### config.mk
export PLATFORM = sky130hd
export DESIGN_NAME = picosoc_bus_decoder
export DESIGN_NICKNAME = d
export VERILOG_FILES = /design/src/rtl/picosoc_bus_pkg.sv /design/src/rtl/picosoc_addr_match.sv /design/src/rtl/picosoc_bus_decoder.sv
export SDC_FILE = /design/constraint.sdc
export NUM_CORES = 1
export LEC_CHECK = 0
export ABC_AREA = 1
export CORE_UTILIZATION = 30
export CTS_CLUSTER_SIZE = 16
export DETAILED_ROUTE_END_ITERATION = 6
export PLACE_DENSITY_LB_ADDON = 0.25
export SLEW_MARGIN = 20
export SYNTH_ARGS = -nofsm -noshare
export SYNTH_HDL_FRONTEND = slang
export SYNTH_SLANG_ARGS = --single-unit
### constraint.sdc
create_clock -name clk -period 3.3 [get_ports clk]
set_input_delay 0.99 -clock clk [delete_from_list [all_inputs] [get_ports clk]]
set_output_delay 0.99 -clock clk [all_outputs]
set_load 0.05 [all_outputs]
### src/rtl/picosoc_bus_pkg.sv
// Shared types and constants for the PicoRV32 native-bus decoder.
package picosoc_bus_pkg;

  typedef enum logic [1:0] {
    ST_IDLE   = 2'd0,
    ST_ACCESS = 2'd1,
    ST_RESP   = 2'd2
  } bus_state_e;

  localparam logic ERR_CAUSE_MISS    = 1'b0;
  localparam logic ERR_CAUSE_TIMEOUT = 1'b1;

  localparam logic [31:0] DEFAULT_ERR_RDATA = 32'hDEAD_BEEF;

endpackage

### src/rtl/picosoc_addr_match.sv
// NSLV-way base/mask address comparator; the lowest-index matching region wins.
module picosoc_addr_match
  import picosoc_bus_pkg::*;
#(
  parameter int                 NSLV = 4,
  parameter logic [NSLV*32-1:0] BASE = {NSLV{32'h0}},
  parameter logic [NSLV*32-1:0] MASK = {NSLV{32'hFF00_0000}}
) (
  input  logic [31:0]     i_addr,
  output logic [NSLV-1:0] o_hit,
  output logic            o_miss
);

  logic w_found;

  // Priority scan: once a region has matched, later regions are ignored.
  always_comb begin
    w_found = 1'b0;
    o_hit   = '0;
    for (int i = 0; i < NSLV; i++) begin
      if (!w_found &&
          ((i_addr & MASK[32*i +: 32]) == (BASE[32*i +: 32] & MASK[32*i +: 32]))) begin
        o_hit[i] = 1'b1;
        w_found  = 1'b1;
      end
    end
  end

  assign o_miss = ~w_found;

endmodule

### src/rtl/picosoc_bus_decoder.sv
// PicoRV32 native-bus decoder: one CPU port fanned out to NSLV regions, each
// either slave-handshaked (with watchdog) or fixed-latency.
//
// state     | meaning
// ----------+-------------------------------------------------------------
// ST_IDLE   | waiting for m_valid; request latched and decoded on accept
// ST_ACCESS | s_valid to the selected slave; wait for ready/latency/timeout
// ST_RESP   | one-cycle m_ready with registered m_rdata
module picosoc_bus_decoder
  import picosoc_bus_pkg::*;
#(
  parameter int                 NSLV      = 4,
  parameter logic [NSLV*32-1:0] BASE      = {NSLV{32'h0}},
  parameter logic [NSLV*32-1:0] MASK      = {NSLV{32'hFF00_0000}},
  parameter logic [NSLV*4-1:0]  LAT       = {NSLV{4'd0}},
  parameter int                 TIMEOUT   = 255,
  parameter logic [31:0]        ERR_RDATA = DEFAULT_ERR_RDATA
) (
  input  logic               clk,
  input  logic               resetn,
  input  logic               m_valid,
  input  logic               m_instr,
  input  logic [31:0]        m_addr,
  input  logic [31:0]        m_wdata,
  input  logic [3:0]         m_wstrb,
  output logic               m_ready,
  output logic [31:0]        m_rdata,
  output logic [NSLV-1:0]    s_valid,
  output logic               s_instr,
  output logic [31:0]        s_addr,
  output logic [31:0]        s_wdata,
  output logic [3:0]         s_wstrb,
  input  logic [NSLV-1:0]    s_ready,
  input  logic [NSLV*32-1:0] s_rdata,
  output logic               err_pulse,
  output logic [31:0]        err_addr,
  output logic               err_cause
);

  localparam logic [7:0] TIMEOUT_C = TIMEOUT[7:0];

  bus_state_e       r_state;
  bus_state_e       w_state_nxt;
  logic [NSLV-1:0]  r_sel;
  logic [3:0]       r_lat;
  logic [7:0]       r_cnt;
  logic             r_s_instr;
  logic [31:0]      r_s_addr;
  logic [31:0]      r_s_wdata;
  logic [3:0]       r_s_wstrb;
  logic [31:0]      r_m_rdata;
  logic             r_err_pulse;
  logic [31:0]      r_err_addr;
  logic             r_err_cause;

  logic [NSLV-1:0]  w_hit;
  logic             w_miss;
  logic [3:0]       w_hit_lat;
  logic [31:0]      w_sel_rdata;
  logic             w_sel_ready;
  logic             w_lat_expired;
  logic             w_timeout;

  picosoc_addr_match #(
    .NSLV (NSLV),
    .BASE (BASE),
    .MASK (MASK)
  ) u_match (
    .i_addr (m_addr),
    .o_hit  (w_hit),
    .o_miss (w_miss)
  );

  // Latency setting of the region being decoded in IDLE.
  always_comb begin
    w_hit_lat = '0;
    for (int i = 0; i < NSLV; i++) begin
      if (w_hit[i]) w_hit_lat = LAT[4*i +: 4];
    end
  end

  // Ready/data of the latched slave only; other slaves' ready is ignored.
  always_comb begin
    w_sel_rdata = '0;
    w_sel_ready = 1'b0;
    for (int i = 0; i < NSLV; i++) begin
      if (r_sel[i]) begin
        w_sel_rdata = s_rdata[32*i +: 32];
        w_sel_ready = s_ready[i];
      end
    end
  end

  // Fixed-latency regions drop s_valid after k cycles and respond one cycle
  // later; the watchdog only applies to handshake regions and loses to ready.
  assign w_lat_expired = (r_lat != 4'd0) && (r_cnt >= {4'd0, r_lat});
  assign w_timeout     = (r_lat == 4'd0) && !w_sel_ready && ((r_cnt + 8'd1) == TIMEOUT_C);

  // State register.
  always_ff @(posedge clk or negedge resetn) begin
    if (!resetn) r_state <= ST_IDLE;
    else         r_state <= w_state_nxt;
  end

  // Next-state decode.
  always_comb begin
    w_state_nxt = r_state;
    case (r_state)
      ST_IDLE: begin
        if (m_valid) w_state_nxt = w_miss ? ST_RESP : ST_ACCESS;
      end
      ST_ACCESS: begin
        if (r_lat == 4'd0) begin
          if (w_sel_ready || w_timeout) w_state_nxt = ST_RESP;
        end else if (w_lat_expired) begin
          w_state_nxt = ST_RESP;
        end
      end
      ST_RESP: w_state_nxt = ST_IDLE;
      default: w_state_nxt = ST_IDLE;
    endcase
  end

  // Request latch, access counter, response data and error capture.
  always_ff @(posedge clk or negedge resetn) begin
    if (!resetn) begin
      r_sel       <= '0;
      r_lat       <= '0;
      r_cnt       <= '0;
      r_s_instr   <= 1'b0;
      r_s_addr    <= '0;
      r_s_wdata   <= '0;
      r_s_wstrb   <= '0;
      r_m_rdata   <= '0;
      r_err_pulse <= 1'b0;
      r_err_addr  <= '0;
      r_err_cause <= 1'b0;
    end else begin
      r_err_pulse <= 1'b0;
      case (r_state)
        ST_IDLE: begin
          if (m_valid) begin
            r_s_instr <= m_instr;
            r_s_addr  <= m_addr;
            r_s_wdata <= m_wdata;
            r_s_wstrb <= m_wstrb;
            r_sel     <= w_hit;
            r_lat     <= w_hit_lat;
            r_cnt     <= '0;
            if (w_miss) begin
              r_m_rdata   <= ERR_RDATA;
              r_err_pulse <= 1'b1;
              r_err_addr  <= m_addr;
              r_err_cause <= ERR_CAUSE_MISS;
            end
          end
        end
        ST_ACCESS: begin
          r_cnt <= r_cnt + 8'd1;
          if (r_lat == 4'd0) begin
            if (w_sel_ready) begin
              r_m_rdata <= w_sel_rdata;
            end else if (w_timeout) begin
              r_m_rdata   <= ERR_RDATA;
              r_err_pulse <= 1'b1;
              r_err_addr  <= r_s_addr;
              r_err_cause <= ERR_CAUSE_TIMEOUT;
            end
          end else if (w_lat_expired) begin
            r_m_rdata <= w_sel_rdata;
          end
        end
        default: ;
      endcase
    end
  end

  assign s_valid   = ((r_state == ST_ACCESS) && !w_lat_expired) ? r_sel : '0;
  assign m_ready   = (r_state == ST_RESP);
  assign m_rdata   = r_m_rdata;
  assign s_instr   = r_s_instr;
  assign s_addr    = r_s_addr;
  assign s_wdata   = r_s_wdata;
  assign s_wstrb   = r_s_wstrb;
  assign err_pulse = r_err_pulse;
  assign err_addr  = r_err_addr;
  assign err_cause = r_err_cause;

endmodule

==> results of run 1 <==
==> cell usage after synthesis <==
| cell type | n | area (µm²) |
|---|---|---|
| nand4_1 | 2 | 12.5 |
| inv_1 | 71 | 267 |
| nor2_2 | 4 | 25.0 |
| conb_1 | 1 | 3.75 |
| buf_1 | 6 | 22.5 |
| a21oi_4 | 1 | 16.3 |
| ha_1 | 2 | 25.0 |
| a21oi_1 | 2 | 10.0 |
| buf_2 | 10 | 50.1 |
| o21ai_0 | 70 | 350 |
| nor2_4 | 1 | 11.3 |
| nand3_4 | 1 | 17.5 |
| clkbuf_1 | 17 | 63.8 |
| a21oi_2 | 1 | 8.76 |
| o22ai_1 | 4 | 25.0 |
| buf_6 | 3 | 33.8 |
| nand2_1 | 356 | 1340 |
| nand2_4 | 2 | 22.5 |
| o21ai_1 | 2 | 10.0 |
| inv_2 | 3 | 11.3 |
| nor2_1 | 12 | 45.0 |
| dfrtp_1 | 146 | 3650 |
| nand3_1 | 61 | 305 |
| xor2_1 | 1 | 8.76 |
| buf_4 | 8 | 60.1 |
| nand2_2 | 3 | 18.8 |
==> power by group through the flow <==
stage / Clock, W / Combinational, W / Sequential, W
after floorplan: 0 / 0.000290 / 0.00290
after global placement: 0 / 0.00173 / 0.00216
after detailed placement: 0 / 0.00174 / 0.00216
after CTS: 0.00197 / 0.00174 / 0.00214
after global routing: 0.00205 / 0.00182 / 0.00216
final: 0.00191 / 0.00172 / 0.00213
==> registers in the layout, indices dropped and copies added (netlist names) <==
name / flops
r_state: 2
err_pulse: 1
s_instr: 1
r_sel: 1
m_rdata: 32
err_cause: 1
s_addr: 32
err_addr: 32
s_wdata: 32
s_wstrb: 4
r_cnt: 8
==> final cells by class <==
cell class,count,share of cell area
clock buffer,19,0.0458
clock inverter,12,0.0140
inverter,74,0.0289
multi-input combinational,528,0.235
sequential,146,0.378
tap,275,0.0356
timing repair buffer,254,0.262
==> per-stage QoR <==
stage	hold WS, ns	util	power [W]
after floorplan	0.503	-	0.00319
after global placement	0.453	0.432	0.00389
after CTS	0.472	0.460	0.00585
final	0.467	0.460	0.00576
after detailed placement	0.457	0.432	0.00390
after global routing	0.487	0.460	0.00603
==> cell families after synthesis <==
| family | count (synthesis) | share of synthesized area |
|---|---|---|
| AO/OA/AOI/OAI | 80 | 0.0655 |
| XOR/XNOR | 1 | 0.00137 |
| adder cells (fa/ha/maj) | 2 | 0.00390 |
| buffers and inverters | 118 | 0.0792 |
| flip-flops | 146 | 0.570 |
| other | 1 | 0.000585 |
| AND/OR/NAND/NOR | 442 | 0.280 |
==> worst min-delay path: cells and delay by family (launching register included) <==
| kind | cells | cell delay [ns] |
|---|---|---|
| flip-flops | 1 | 0.34 |
| AND/OR/NAND/NOR | 2 | 0.09 |
==> metal layers <==
metal,GRT usage,vias to the layer above,part of all wire
met2,0.271,167,0.46
met1,0.225,2645,0.45
met5,0,-,0
met3,0.0604,9,0.075
met4,0.0454,0,0.0081
li1,-,2894,-
==> worst max-delay path by stage <==
stage          slack [ns]  cells after the start        from     endpoint
3_3_place_gp         0.06                      8     m_valid  m_rdata[14]
2_1_floorplan        1.00                      3  r_state[1]   s_valid[0]
5_1_grt              0.27                      8     m_valid   m_rdata[7]
4_1_cts              0.45                      3  r_state[1]      m_ready
6_report             0.46                      8     m_valid  m_rdata[31]
3_5_place_dp        0.002                      8     m_valid   m_rdata[8]
==> flow_summary.yaml, run 1 <==
placed_design:
  place_ws_ns: 0.00162
  placed_cells_incl_taps: 1277
  placed_cell_area_um2: 9080
  dp.final_hpwl_mm: 12.4
  place.gp.congestion: 0.717
  io_buffers: 241
worst_setup_path:
  crit_type: "in2reg"
  rr_endpoint: "m_rdata[31]"
  cpPeakStageDelay_ns: 0.65
  crit_top_cell: "nand2_1"
  cp.required_ns: 3.60
  path_cells: "clkdlybuf4s50_1, inv_1, nor2_4, nor2_1, a21oi_4, nand2_4, nand2_1, nand2_1"
  crit_path_start_kind: "input port"
  r2r_cells: 7
  r2r_slack_ns: 0.76
  worstPathArrival_ns: 3.14
  cp_slowest_cell: "a21oi_4"
  path_delay_family: "simple AND/OR/NAND/NOR gates"
  cp-end-kind: "register"
  r2r-start: "r_state[1]"
  crit_buf_inv: 2
  cp_max_fo: 33
global_routing:
  grt_pass1_vias: 5458
  antenna_found_initial: 1
  grt_pass1_wl_mm: 29.5
  grt-ovfl-total: 0
  grtUsageTotal: 0.172
  grt_max_degree: 69
layout:
  syn_to_final_growth_pct: 50.6
  stdcell_area_um2: 9660
  stdcell_count: 1308
  multi_input_area_um2: 2270
  drive_gt1_frac: 0.0610
  diodes: 0
  final_common_cell: "nand2_1"
  layout_common_cells: "nand2_1, clkdlybuf4s50_1, dfrtp_1, inv_1, o21ai_0"
  register_area_um2: 3650
  fin_nets: 1227
  nFillCells: 2077
routing:
  viasPerCell: 4.37
  drcViolationCount: 0
  wirelength_mm: 18.4
  via_count: 5715
  firstDrtPassIters: 4
  first_iter_violations: 331
  ant_nets: 0
  wire_per_inst_um: 14.0
yosys:
  ys_warn_count: 0
  syn-mean-instance-area_um2: 8.12
  synth-seq-cells: 146
  synth.distinct_cells: 26
  synth_area_um2: 6410
  ys_seq_area_frac: 0.570
  synthCells: 790
power_and_ir_drop:
  pwr-share-seq: 0.370
  power_density_nw_per_um2: 597
  peakVddDrop_mv: 0.309
  p_comb_frac: 0.298
  clockPowerShare: 0.332
  switching_power_w: 0.00205
  p_sw_frac: 0.356
  power_leakage_nw: 4.58
  internal-power_w: 0.00371
die:
  fp.coreArea_um2: 21000
  rows: 53
  die_area_um2: 22000
  ios: 344
  dieWidth_um: 148
  initial_core_util: 0.305
  die_y_um: 148
timing:
  period_share: 0.859
  clock.fmax_mhz: 353
  relSlewSlack: 0.469
  rsz0062_at_grt: "no"
  slew_viol_final: 0
  clock_skew_ns: 0.0102
  post-route-min-period_ns: 2.84
  tightest_slew_ns: 0.795
  setup_ws_ns: 0.464
  setup_viol: 0
  setup_tns_ns: 0
  hold_viol_final: 0
clock_tree:
  ctsHoldBuffers: 0
  root_buffer: "clkbuf_16"
  cts_setup_buffers: 0
  cts_buffer_depth: 2
  cts_buffers: 17
  clk_pin_slew_ns: 0.06
  clk_latency_ns: 0.42
  cts_resized: 0
  cts_tree: "built"
  htree_levels: 4
  cts.sinks: 146
min_path:
  hold_depth: 2
  min_to: "m_rdata[2]"
  min-delay-start: "m_rdata[2]"
  hp-class: "reg2reg"
outcome:
  status: "finished, final reports clean"
run:
  timing.max_cap.violations: 0
Note: power is estimated with default switching activity, not from simulation.
==> inputs of run 2 (changes only) <==
MAX_ROUTING_LAYER = met4   (was not set)
==> flow_summary.yaml, run 2 (synthesis gave the netlist of run 1 again) <==
outcome:
  status: "finished, final reports clean"
routing:
  wirelength_mm: 18.3
  drcViolationCount: 0
  viasPerCell: 4.36
  via_count: 5706
  first_iter_violations: 320
  firstDrtPassIters: 4
  ant_nets: 0
  wire_per_inst_um: 14.0
worst_setup_path:
  worstPathArrival_ns: 3.14
  r2r_cells: 7
  crit_top_cell: "nand2_1"
  crit_type: "in2reg"
  cp-end-kind: "register"
  crit_buf_inv: 2
  cpPeakStageDelay_ns: 0.66
  cp.required_ns: 3.59
  path_delay_family: "simple AND/OR/NAND/NOR gates"
  path_cells: "clkdlybuf4s50_1, inv_1, nor2_4, nor2_1, a21oi_4, nand2_4, nand2_1, nand2_1"
  cp-startpoint: "m_valid"
  cp_slowest_cell: "a21oi_4"
  cp_max_fo: 33
  r2r_slack_ns: 0.76
  crit_path_start_kind: "input port"
  r2r-start: "r_state[1]"
  rr_endpoint: "m_rdata[0]"
die:
  initial_core_util: 0.305
  dieWidth_um: 148
  fp.coreArea_um2: 21000
  die_area_um2: 22000
  rows: 53
  die_y_um: 148
  ios: 344
clock_tree:
  cts_buffers: 17
  cts_setup_buffers: 0
  clk_latency_ns: 0.42
  clk_pin_slew_ns: 0.06
  cts_tree: "built"
  cts_buffer_depth: 2
  cts_resized: 0
  ctsHoldBuffers: 0
  root_buffer: "clkbuf_16"
  htree_levels: 4
  cts.sinks: 146
power_and_ir_drop:
  p_comb_frac: 0.298
  power_leakage_nw: 4.58
  power_density_nw_per_um2: 596
  clockPowerShare: 0.331
  pwr-share-seq: 0.371
  internal-power_w: 0.00371
  p_sw_frac: 0.355
  switching_power_w: 0.00205
  peakVddDrop_mv: 0.306
layout:
  register_area_um2: 3650
  final_util: 0.460
  multi_input_area_um2: 2270
  final_common_cell: "nand2_1"
  layout_common_cells: "nand2_1, clkdlybuf4s50_1, dfrtp_1, inv_1, o21ai_0"
  nFillCells: 2076
  drive_gt1_frac: 0.0610
  syn_to_final_growth_pct: 50.7
  fin_nets: 1227
global_routing:
  grt_pass1_vias: 5457
  grt_pass1_wl_mm: 29.5
  grt_max_degree: 69
  antenna_found_initial: 1
  grtUsageTotal: 0.178
  grt-ovfl-total: 0
run:
  timing.max_cap.violations: 0
timing:
  period_share: 0.862
  tightest_slew_ns: 0.799
  clock_skew_ns: 0.0115
  post-route-min-period_ns: 2.85
  relSlewSlack: 0.466
  rsz0062_at_grt: "no"
  clock.fmax_mhz: 351
  hold_viol_final: 0
  slew_viol_final: 0
  setup_tns_ns: 0
  setup_viol: 0
min_path:
  hold_depth: 2
  hp-class: "reg2reg"
  min-delay-start: "m_rdata[2]"
  min_to: "m_rdata[2]"
placed_design:
  place.gp.congestion: 0.725
  dp.final_hpwl_mm: 12.4
  io_buffers: 241
-- run 2: cell count changes in the layout (fill, tap and decap cells not counted), sizes merged --
cell   delta
diode     +1
-- run 2: power by group through the flow --
stage / Combinational (W) / Sequential [W] / Clock, W
6_report: 0.00172 / 0.00213 / 0.00191
5_1_grt: 0.00182 / 0.00216 / 0.00205
4_1_cts: 0.00174 / 0.00214 / 0.00197
3_5_place_dp: 0.00174 / 0.00216 / 0
3_3_place_gp: 0.00173 / 0.00216 / 0
2_1_floorplan: 0.000290 / 0.00290 / 0
-- run 2: worst max path at each step --
stage                        to  slack, ns  cells after the start
global route         m_rdata[7]       0.27                      8
detailed placement   m_rdata[8]      0.002                      8
floorplan            s_valid[0]       1.00                      3
global placement    m_rdata[14]       0.06                      8
CTS                     m_ready       0.45                      3
finish               m_rdata[0]       0.45                      8
-- run 2: per-layer routing --
layer	track usage	vias to the layer above	wire, µm
li1	-	2896	-
met1	0.227	2649	8400
met2	0.273	149	8510
met3	0.0574	12	1270
met4	0.0438	0	159
met5	-	-	0
-- run 2: layout make-up --
type,count,share of cell area
Timing Repair Buffer,254,0.262
Sequential cell,146,0.378
Antenna cell,1,0.000259
Tap cell,275,0.0356
Clock inverter,12,0.0140
Inverter,74,0.0289
Clock buffer,19,0.0458
Multi-Input combinational cell,528,0.235
-- run 2: worst reg2reg max path: stages (launching register included) --
cell and delay [ns]:
dfrtp_1 0.42, nor2_4 0.14, buf_4 0.34, nor2_1 0.22, a21oi_4 0.66, nand2_4 0.41
nand2_1 0.18, nand2_1 0.07
-- run 2: through the flow --
stage / power, W / worst slack, ns / cell area, µm² / std cells / hold slack (ns)
3_3_place_gp: 0.00389 / 0.0587 / 9080 / 1277 / 0.453
5_1_grt: 0.00604 / 0.272 / 9660 / 1309 / 0.487
6_report: 0.00576 / 0.455 / 9660 / 1309 / 0.467
3_5_place_dp: 0.00390 / 0.00162 / 9080 / 1277 / 0.457
4_1_cts: 0.00585 / 0.452 / 9660 / 1308 / 0.472
2_1_floorplan: 0.00319 / 1.00 / 6420 / 792 / 0.503
==> inputs of run 3 (changes only) <==
PLACE_DENSITY_LB_ADDON = not set   (was 0.25)
SYNTH_HIERARCHICAL = 1   (was not set)
==> flow_summary.yaml, run 3 <==
timing:
  relSlewSlack: 0.414
  tightest_slew_ns: 0.878
  setup_tns_ns: 0
  setup_viol: 0
  clock_skew_ns: 0.0127
  rsz0062_at_grt: "no"
  period_share: 0.845
  slew_viol_final: 0
  post-route-min-period_ns: 2.79
  clock.fmax_mhz: 359
  hold_viol_final: 0
worst_setup_path:
  worstPathArrival_ns: 1.80
  cp_max_fo: 3
  crit_type: "reg2out"
  r2r_cells: 11
  cp.required_ns: 2.31
  cp-end-kind: "output pin"
  crit_path_start_kind: "register"
yosys:
  yosysMostFrequentCell: "nand2_1"
  async_flop_share: 1.00
  synth_enable_flop_cells: 0
  synth_area_leader_cell: "dfrtp_1"
  muxShareOfSynthArea: 0
  ys_seq_area_frac: 0.491
  yosys-top-cells-area: "dfrtp_1, nand2_1, o21ai_0"
  synthAdderAreaFrac: 0.00330
  ys_warn_count: 6
  synth-seq-cells: 149
  synth.distinct_cells: 25
  syn-mean-instance-area_um2: 7.34
  synth-compound-area-share: 0.101
  synth_top_family_by_area: "simple AND/OR/NAND/NOR gates"
  synth_area_um2: 7590
  synthTopCellsByCount: "nand2_1, dfrtp_1, o21ai_0"
  synthCells: 1034
  ys.flop_type: "dfrtp_1"
  synthXorXnorAreaFrac: 0.00115
  synth_top_area_share: 0.491
  synth-simple-area-share: 0.330
power_and_ir_drop:
  p_comb_frac: 0.345
  p_sw_frac: 0.378
  power_density_nw_per_um2: 516
  internal-power_w: 0.00379
  clockPowerShare: 0.298
  power_leakage_nw: 5.46
  peakVddDrop_mv: 0.259
  switching_power_w: 0.00231
  pwr-share-seq: 0.357
layout:
  diodes: 0
  layout_common_cells: "nand2_1, clkdlybuf4s50_1, dfrtp_1, o21ai_0, nand3_1"
  syn_to_final_growth_pct: 55.8
  drive_gt1_frac: 0.0706
  fin_nets: 1553
  final_common_cell: "nand2_1"
  stdcell_area_um2: 11800
run:
  timing.max_cap.violations: 0
die:
  die_area_um2: 25900
  die_y_um: 161
  fp.coreArea_um2: 24500
  dieWidth_um: 161
  ios: 344
  rows: 57
  initial_core_util: 0.309
routing:
  drcViolationCount: 0
  ant_nets: 0
  via_count: 7620
  top_layer_used: "met4"
  first_iter_violations: 396
  drt-met1-wl_mm: 11.2
  firstDrtPassIters: 5
  wire_per_inst_um: 15.0
  viasPerCell: 4.52
  wirelength_mm: 25.2
  route.met2.wl_mm: 11.9
  dr_wl_met3_mm: 1.71
global_routing:
  grtUsageTotal: 0.205
  grt_pass1_wl_mm: 40.5
  grt_pass1_vias: 7468
  grt_max_degree: 100
  grt-ovfl-total: 0
  antenna_found_initial: 0
clock_tree:
  cts_buffers: 17
  cts_setup_buffers: 0
  root_buffer: "clkbuf_16"
  cts_resized: 0
  cts_buffer_depth: 2
  cts.sinks: 149
  clk_latency_ns: 0.42
  htree_levels: 4
  cts_tree: "built"
  ctsHoldBuffers: 0
  clk_pin_slew_ns: 0.06
min_path:
  hold_depth: 2
  hp-class: "reg2reg"
placed_design:
  placed_cell_area_um2: 11300
  dp.final_hpwl_mm: 18.5
  place.gp.congestion: 0.858
  io_buffers: 343
outcome:
  status: "finished, final reports clean"
-- run 3: changes by cell type after synthesis, moves of 7 or more --
| cell | delta |
|---|---|
| inv_1 | -14 |
| o221ai_1 | +8 |
| buf_2 | +7 |
| o21ai_0 | +27 |
| clkbuf_1 | +12 |
| nor2_1 | +11 |
| nand2_1 | +128 |
| or2_2 | +24 |
| a21oi_1 | +33 |
-- run 3: kinds of logic after synthesis --
group / after synthesis
and+or+nand+nor: 608
DFF: 149
AOI/OAI and AO/OA: 146
buffers and inverters: 127
adders and majority gates: 2
xor gates and xnor gates: 1
other: 1
-- run 3: worst paths after layout --
check / from / to / slack [ns]
worst min-delay path: m_rdata[31] / m_rdata[31] / 0.47
worst max register to register: r_sel[1] / err_addr[5] / 1.16
worst min register to register: m_rdata[31] / m_rdata[31] / 0.47
worst max-delay path: r_state[1] / m_ready / 0.51
min in group asynchronous: resetn / s_addr[23] / 0.57
max in group asynchronous: resetn / s_addr[13] / 1.98
-- run 3: area by class of cell --
| cell class | count | area [µm²] |
|---|---|---|
| flip-flops and latches | 149 | 3730 |
| clock buffers | 19 | 433 |
| repair buffers | 359 | 3580 |
| clock inverters | 13 | 116 |
| inverters | 60 | 225 |
| well taps | 324 | 405 |
| multi-input cells | 760 | 3330 |
| fillers | 2448 | 12700 |
-- run 3: power by group through the flow --
stage / logic, W / clock network (W) / registers (W)
6_report: 0.00210 / 0.00182 / 0.00218
2_1_floorplan: 0.000499 / 0 / 0.00294
3_5_place_dp: 0.00212 / 0 / 0.00221
4_1_cts: 0.00212 / 0.00187 / 0.00218
3_3_place_gp: 0.00211 / 0 / 0.00221
5_1_grt: 0.00225 / 0.00197 / 0.00221
-- run 3: per-stage QoR --
step,total power (W),instances,setup WS [ns],hold slack [ns],util
global route,0.00643,1684,0.423,0.497,0.482
CTS,0.00618,1684,0.478,0.473,0.482
finish,0.00610,1684,0.512,0.467,0.482
floorplan,0.00344,1036,0.848,0.520,-
detailed placement,0.00433,1652,0.428,0.457,0.460
global placement,0.00432,1652,0.441,0.454,0.460
-- run 3: routing by layer --
metal | up-vias | GRT usage
li1 | 3863 | -
met1 | 3454 | 0.256
met2 | 279 | 0.324
met3 | 24 | 0.0521
met4 | 0 | 0.0643
met5 | - | -
-- run 3: critical path, stage by stage (launching register included) --
cell and delay (ns):
dfrtp_1 0.40, inv_1 0.05, nor2_1 0.10, clkdlybuf4s50_1 0.83
